`config.mk`:
```
export PLATFORM = sky130hd
export DESIGN_NAME = xdma_c2h_stream_arbiter
export DESIGN_NICKNAME = d
export VERILOG_FILES = /design/src/rtl/xdma_arb_pkg.sv /design/src/rtl/axis_skid_buf.sv /design/src/rtl/xdma_c2h_stream_arbiter.sv
export SDC_FILE = /design/constraint.sdc
export NUM_CORES = 1
export LEC_CHECK = 0
export BUFFER_PORTS_ARGS = -buffer_cell sky130_fd_sc_hd__buf_2
export CELL_PAD_IN_SITES_DETAIL_PLACEMENT = 1
export CELL_PAD_IN_SITES_GLOBAL_PLACEMENT = 1
export CORE_MARGIN = 1
export CORE_UTILIZATION = 36
export DETAILED_ROUTE_END_ITERATION = 7
export GPL_ROUTABILITY_DRIVEN = 0
export PLACE_DENSITY_LB_ADDON = 0.1
export SETUP_SLACK_MARGIN = 0.4
export SLEW_MARGIN = 15
export SYNTH_ARGS = -nofsm -noshare
export SYNTH_HDL_FRONTEND = slang
export SYNTH_SLANG_ARGS = --single-unit
```
`constraint.sdc`:
```
create_clock -name user_clk -period 3.95 [get_ports user_clk]
set_input_delay 0.395 -clock user_clk [delete_from_list [all_inputs] [get_ports user_clk]]
set_output_delay 0.395 -clock user_clk [all_outputs]
set_load 0.01 [all_outputs]
```
`src/rtl/xdma_arb_pkg.sv`:
```
// xdma_arb_pkg: shared FSM state type and round-robin helper for the C2H stream arbiter.
package xdma_arb_pkg;

    localparam int MAX_SRC = 8;

    typedef enum logic {IDLE, BUSY} arb_state_t;

    // Nearest requester after last (wrapping at n); keeps last when nothing requests.
    function automatic logic [2:0] rr_pick(input logic [MAX_SRC-1:0] req, input logic [2:0] last, input int n);
        logic [2:0] pick;
        pick = last;
        for (int k = MAX_SRC; k >= 1; k--) begin
            logic [2:0] idx;
            idx = 3'((int'(last) + k) % n);
            if (k <= n && req[idx]) pick = idx;
        end
        return pick;
    endfunction

endpackage

```
`src/rtl/axis_skid_buf.sv`:
```
// axis_skid_buf: 2-entry AXI-Stream register slice; in_ready is a flop, so out_ready
// never reaches the upstream ready combinationally.
module axis_skid_buf #(
    parameter int DATA_W = 8
) (
    input  logic              user_clk,
    input  logic              user_rst,
    input  logic              in_valid,
    output logic              in_ready,
    input  logic [DATA_W-1:0] in_data,
    output logic              out_valid,
    input  logic              out_ready,
    output logic [DATA_W-1:0] out_data
);

    logic              out_valid_q, skid_valid_q;
    logic [DATA_W-1:0] out_data_q, skid_data_q;
    logic              load;

    assign load      = out_ready || !out_valid_q;
    assign in_ready  = !skid_valid_q;
    assign out_valid = out_valid_q;
    assign out_data  = out_data_q;

    // The skid entry only fills while the output register is stalled.
    always_ff @(posedge user_clk) begin
        if (user_rst) begin
            out_valid_q  <= 1'b0;
            out_data_q   <= '0;
            skid_valid_q <= 1'b0;
            skid_data_q  <= '0;
        end else if (load) begin
            out_valid_q  <= skid_valid_q || in_valid;
            out_data_q   <= skid_valid_q ? skid_data_q : in_data;
            skid_valid_q <= 1'b0;
        end else if (in_valid && !skid_valid_q) begin
            skid_valid_q <= 1'b1;
            skid_data_q  <= in_data;
        end
    end

endmodule

```
`src/rtl/xdma_c2h_stream_arbiter.sv`:
```
// xdma_c2h_stream_arbiter: packet-locked round-robin share of the XDMA C2H stream among
// NUM_SRC line sources, with a registered output slice and per-source packet counters.
module xdma_c2h_stream_arbiter
    import xdma_arb_pkg::*;
#(
    parameter int NUM_SRC      = 4,
    parameter int C_DATA_WIDTH = 64,
    parameter int CNT_W        = 16
) (
    input  logic                            user_clk,
    input  logic                            user_rst,
    input  logic                            user_lnk_up,
    input  logic                            arb_en,
    input  logic [NUM_SRC*C_DATA_WIDTH-1:0] s_tdata,
    input  logic [NUM_SRC*C_DATA_WIDTH/8-1:0] s_tkeep,
    input  logic [NUM_SRC-1:0]              s_tlast,
    input  logic [NUM_SRC-1:0]              s_tvalid,
    output logic [NUM_SRC-1:0]              s_tready,
    output logic [C_DATA_WIDTH-1:0]         m_tdata,
    output logic [C_DATA_WIDTH/8-1:0]       m_tkeep,
    output logic                            m_tlast,
    output logic                            m_tvalid,
    input  logic                            m_tready,
    output logic [$clog2(NUM_SRC)-1:0]      grant_idx,
    output logic                            busy,
    output logic [NUM_SRC*CNT_W-1:0]        pkt_cnt
);

    localparam int IDX_W  = $clog2(NUM_SRC);
    localparam int KEEP_W = C_DATA_WIDTH / 8;
    localparam int BEAT_W = C_DATA_WIDTH + KEEP_W + 1;

    arb_state_t               state_q, state_d;
    logic [IDX_W-1:0]         grant_q, grant_d, rr_last_q, rr_last_d;
    logic [NUM_SRC*CNT_W-1:0] pkt_cnt_q, pkt_cnt_d;
    logic                     sel_valid, sel_last, skid_in_ready, accept;
    logic [BEAT_W-1:0]        sel_beat, out_beat;

    assign sel_valid = (state_q == BUSY) && s_tvalid[grant_q];
    assign sel_last  = s_tlast[grant_q];
    assign sel_beat  = {sel_last, s_tkeep[grant_q*KEEP_W +: KEEP_W], s_tdata[grant_q*C_DATA_WIDTH +: C_DATA_WIDTH]};
    assign accept    = sel_valid && skid_in_ready;

    always_comb begin
        state_d   = state_q;
        grant_d   = grant_q;
        rr_last_d = rr_last_q;
        pkt_cnt_d = pkt_cnt_q;
        s_tready  = '0;
        if (state_q == IDLE) begin
            if (arb_en && user_lnk_up && |s_tvalid) begin
                grant_d = IDX_W'(rr_pick(MAX_SRC'(s_tvalid), 3'(rr_last_q), NUM_SRC));
                state_d = BUSY;
            end
        end else begin
            s_tready[grant_q] = skid_in_ready;
            if (accept && sel_last) begin
                pkt_cnt_d[grant_q*CNT_W +: CNT_W] = pkt_cnt_q[grant_q*CNT_W +: CNT_W] + CNT_W'(1);
                rr_last_d = grant_q;
                state_d   = IDLE;
            end
        end
    end

    // rr_last resets to the top index so source 0 wins the first decision.
    always_ff @(posedge user_clk) begin
        if (user_rst) begin
            state_q   <= IDLE;
            grant_q   <= '0;
            rr_last_q <= IDX_W'(NUM_SRC - 1);
            pkt_cnt_q <= '0;
        end else begin
            state_q   <= state_d;
            grant_q   <= grant_d;
            rr_last_q <= rr_last_d;
            pkt_cnt_q <= pkt_cnt_d;
        end
    end

    axis_skid_buf #(.DATA_W(BEAT_W)) u_skid (
        .user_clk  (user_clk),
        .user_rst  (user_rst),
        .in_valid  (sel_valid),
        .in_ready  (skid_in_ready),
        .in_data   (sel_beat),
        .out_valid (m_tvalid),
        .out_ready (m_tready),
        .out_data  (out_beat)
    );

    assign {m_tlast, m_tkeep, m_tdata} = out_beat;
    assign busy      = (state_q == BUSY);
    assign grant_idx = grant_q;
    assign pkt_cnt   = pkt_cnt_q;

endmodule

```
Word level (Yosys, flattened, before mapping). Index checks and enable logic that the tools add are counted.

Add/subtract/negate cells: 6. Shift-type cells: 5. Reduce and logical (&&, ||, !) cells: 19. Magnitude comparators: 6. Mux-type cells: 24. Bitwise gates (word level): 7.

Operators by type and width (count): $shiftx 256x9->64 (1); $mux 73 (1); $bwmux 64 (1); $shift 16x34->64 const A (1); $shiftx 16x34->64 (1); $shiftx 64x7->16 (1); $neg 6->34 (1); $shiftx 32x6->8 (1); $add 16x1->16 const B (1); $lt 3x4->1 const B (4); $bmux 1 s3 (4); $mux 1 (10); $reduce_or 2->1 (5); $mux 2 (4); $logic_and 1x1->1 (6); $reduce_and 2->1 (3); $add 2x1->2 const B (2); $add 2x2->2 const B (2); $and 1x1->1 const A (4); $and 4x4->4 (1); $bmux 1 s2 (2); $mux 4 (1); $reduce_or 4->1 (1); $lt 2x3->1 const B (1); 5 further kinds (8).

Word-level logic and storage cells: 75. Register bits: 217. Output and inout bits: 145.

Logic depth before layout (Yosys ltp).
Depth after elaboration: 9. Depth in mapped cells: 12. Depth with buffers taken out: 7.

Hierarchy. From an unflattened synthesis, not the netlist that was laid out.

Cell total of the unflattened synthesis: 1093. Area, all modules: 11858.9 um2.

By module, submodules not included: axis_skid_buf (area an instance 6821.5 um2, times used 1, cells each 657); xdma_c2h_stream_arbiter (area an instance 5037.3 um2, times used 1, cells each 436).

Least setup slack after synthesis. Ideal clock, no wire load.

Kind: register to register. Start: reg grant_q[1], in the netlist grant_idx[1]. End: reg pkt_cnt_q[60], in the netlist pkt_cnt[60]. Stages on the path, launching flop included: 12. Library setup time: 0.062 ns. Period minus slack after synthesis: 3.144 ns. Slack: 0.806 ns. Path buffers: 4. Arrival time: 3.082 ns. Cells stage by stage: dfxtp_1 > buf_4 > buf_4 > buf_2 > buf_1 > inv_1 > ha_1 > or3b_4 > nor2_4 > nand2_4 > or4_1 > nand3_1.

Word-level cells in the longest chain between the ends: 6. Elaborated cells on any way between the ends: 14.

Ends and longest elaborated chain: from (decl) (RTL line xdma_c2h_stream_arbiter.sv:34) `logic [IDX_W-1:0] grant_q, grant_d, rr_last_q, rr_last_d;`; from (signal assigned) (RTL line xdma_c2h_stream_arbiter.sv:74) `grant_q <= grant_d;`; branches (longest 6 deep; another with $add 16x1->16); to (signal assigned) (RTL line xdma_c2h_stream_arbiter.sv:76) `pkt_cnt_q <= pkt_cnt_d;`; to (decl) (RTL line xdma_c2h_stream_arbiter.sv:35) `logic [NUM_SRC*CNT_W-1:0] pkt_cnt_q, pkt_cnt_d;`.

Parallel ways; which one is timed is not known. The select of a mux whose other input is x is not followed. A chain may end at the register's enable or synchronous reset.

Worst setup path in the final report.
Start: reg grant_q[1], in the netlist grant_idx[1]. End: reg pkt_cnt_q[30], in the netlist pkt_cnt[30].

Same word-level chain as after synthesis.

==> summary.md <==
| Metric | Value |
|---|---|
| Gate count of the mapped netlist | `1111` |
| Hold Vio Cnt, Final | `0` |
| Area share of the largest cell type after synthesis | `between 30% and 40%` |
| Port Buf Inserts | `between 400 and 500` |
| Worst hold path type | `in -> reg` |
| Initial antenna violation count | `4` |
| Placeable Area | `a little under 0.03 mm²` |
| Outcome | `finished, final reports clean` |
| P&R area growth vs syn | `30.90%` |
| Fraction of layout cells with a size suffix above 1 | `40.03%` |
| First DRT Iteration DRCs | `roughly 460` |
| Post-cts hold buffer count | `0` |
| Fin util | `48.01%` |
| Family with the most delay on the worst path | `simple AND/OR/NAND/NOR gates` |
| Comb power frac | `about 12%` |
| Fmax | `318.8 MHz` |
| Count leader, synth | `dfxtp_1` |
| Die Height | `175.8 µm` |
| Die area | `0.03090 mm²` |
| FILL cells | `around 3.5k` |
| Critical path class | `reg -> reg` |
| Final setup margin | `0.8128 ns` |
| Cell taking the most area after synthesis | `dfxtp_1` |
| Final nets | `between 1.5k and 2k` |
| Fin crit period | `3.137 ns` |
| DP Worst Slack | `~0.87 ns` |
| CTS sink count | `217` |
| Int Pwr | `4.175 mW` |
| Critical-path maximum fanout | `47` |
| Number of synthesized register bits | `217` |
| First-pass DRT Iterations | `5` |
| WL per Instance | `19.67 µm` |
| Vias | `10.23k` |
| Sequential fraction of the synthesis area | `about 40%` |
| Clk Tree Root Cell | `clkbuf_16` |
| Most instantiated cells after synthesis | `dfxtp_1, nand2_1, nor2_1, a21oi_1, mux4_2` |
| Critical Path Start Type | `flop` |
| Crit path required time | `4.36 ns` |
| First-pass GRT wire length | `57.47 mm` |
| Max Slew Vio Count | `0` |
| Initial Util | `36.68%` |
| Slew @ Worst Pin | `0.9360 ns` |
| Crit-path cells | `mux4_2 > ha_1 > nand2_1 > o22ai_2 > nand4_2 > or2_2 > a221o_1` |
| Synthesis Warnings | `0` |
| Syn nets | `1418` |
| DP Wirelength | `27.14 mm` |
| Max cap viols | `0` |
| VDD IR max | `between 0.3 and 0.4 mV` |
| Pwr/cell area | `387.9 mW/mm²` |
| Largest cells by area after synthesis | `dfxtp_1, mux4_2, mux2i_1, nand2_1, a211oi_1` |
| Slew headroom | `37.60%` |
| Post-CTS setup buffers | `0` |
| Post-cts sizing count | `0` |
| Die Width | `175.8 µm` |
| Main synth FF type | `dfxtp_1` |
| Row count | `63` |
| Vias/cell | `5.335` |
| Total CTS buffers | `26` |
| Fin crit share | `79.42%` |
| Final std cells w/o fill | `1917` |
| Synth Area per Inst | `9.784 µm²` |
| I/O pin total | `446` |
| Final Power | `5.519 mW` |
| Hold Slack | `0.3484 ns` |
| Psw | `1.344 mW` |
| Total congestion overflow | `0` |
| Worst EP arrival | `between 3 and 4 ns` |
| Clk_skew | `0.006219 ns` |
| RSZ-0062 raised after global routing | `no` |
| Clock transition at path regs | `0.06 ns` |
| DRC errors left | `0` |
| CP bufs+invs | `0` |
| Setup violators final | `0` |
| Largest net degree at the start of global routing | `about 110` |
| Finished Cell Area | `0.01423 mm²` |
| Number of global-route vias before repair | `10.36k` |
| Synth unique cells | `54` |
| Crit end category | `flop` |
| TritonCTS clock tree | `done` |
| Asr flop ratio synth | `0%` |
| Total global-route track usage | `23.53%` |
| Setup TNS | `0 ns` |
| DRT Wirelength | `37.71 mm` |
| Clock Power Share | `45.8%` |
| Synth Cell Area | `about 0.011 mm²` |
| Sequential Power Share | `41.9%` |
| Placed cell areas | `0.01330 mm²` |
| Placed insts | `1867` |
| Htree depth | `1` |
| Skew-Pair Late Insertion Delay | `approximately 0.53 ns` |
| CTS Buffer Depth | `3` |
| P_leak | `around 5.8 nW` |
| Routed Antenna Nets | `0` |
| Post-synth EDFFs | `0` |
| Slowest cell delay on critical path | `0.78 ns` |
| Switching Share | `approximately a quarter` |
| Crit-path slowest cell | `dfxtp_4` |
cell families (layout without fill, tap and decap cells):
| logic type | after synthesis | in the layout | synth area share [%] |
|---|---|---|---|
| AOI/OAI and AO/OA | 229 | 229 | 13.03 |
| xor gates and xnor gates | 10 | 10 | 0.8058 |
| muxes | 167 | 167 | 25.81 |
| DFF | 217 | 217 | 39.96 |
| buffers and inverters | 98 | 511 | 4.213 |
| other | 0 | 3 | 0 |
| and+or+nand+nor | 384 | 384 | 15.49 |
| adders and majority gates | 6 | 6 | 0.6906 |
state kept, by name, indices dropped and copies added, names as in the netlist:
register and flops:
busy 1, grant_idx 2, pkt_cnt 64, rr_last_q 2
u_skid.out_data 73, u_skid.out_valid 1, u_skid.skid_data_q 73, u_skid.skid_valid_q 1
layout make-up:
type	instances	area (µm²)	area share, %
diodes	3	7.507	0.05276
clock buffers	40	834.6	5.865
clock inverters	7	85.08	0.5979
inverters	5	18.77	0.1319
multi-input cells	796	6090	42.79
flip-flops and latches	217	4355	30.61
well taps	390	488.0	3.429
repair buffers	459	2351	16.52
metal layers:
layer  vias up  routed length (µm)  GRT usage, %
li1       4874                   -             -
met1      4972               16330         29.46
met2       330               18550         41.24
met3        49                2178         4.740
met4         2                 631         5.543
met5         -                  14             0
worst paths after layout:
path	from	to	slack [ns]	depth (start not counted)
setup / recovery	grant_idx[1]$_SDFFE_PP0P_	pkt_cnt[30]$_SDFFE_PP0P_	0.81	7
hold / removal	s_tdata[50]	u_skid.skid_data_q[50]$_SDFFE_PP0P_	0.35	4
setup reg to reg	grant_idx[1]$_SDFFE_PP0P_	pkt_cnt[30]$_SDFFE_PP0P_	0.81	7
hold reg to reg	u_skid.skid_data_q[63]$_SDFFE_PP0P_	u_skid.skid_data_q[63]$_SDFFE_PP0P_	0.45	2
power by group through the flow:
stage	Combinational, mW	Clock [mW]	Sequential [mW]
2_1_floorplan	0.354	0	2.38
3_3_place_gp	0.674	0	2.36
3_5_place_dp	0.684	0	2.36
4_1_cts	0.688	2.59	2.32
5_1_grt	0.734	2.68	2.32
6_report	0.676	2.53	2.31
worst register-to-register path, delay by kind of cell (launching register included):
family	cells	cell delay, ns
compound gates	2	0.68
flops	1	0.78
mux	1	0.44
fa+ha+maj	1	0.22
simple gates	3	0.90
cell usage in the layout, fill, tap and decap left out, types with 5 or more instances in the layout:
cell type,count
o21ai_0,30
buf_2,444
nor2_1,105
xnor2_1,8
mux2i_1,77
a211oi_1,73
clkbuf_8,11
nor2b_1,5
clkinv_2,5
ha_1,6
dfxtp_1,214
a21oi_1,95
clkbuf_16,27
buf_4,13
nor3_1,18
inv_1,5
nand3_1,12
or4_1,6
o31ai_1,5
nand2_1,196
o211ai_1,7
mux4_2,88
Power figures use the tool's default switching activity.
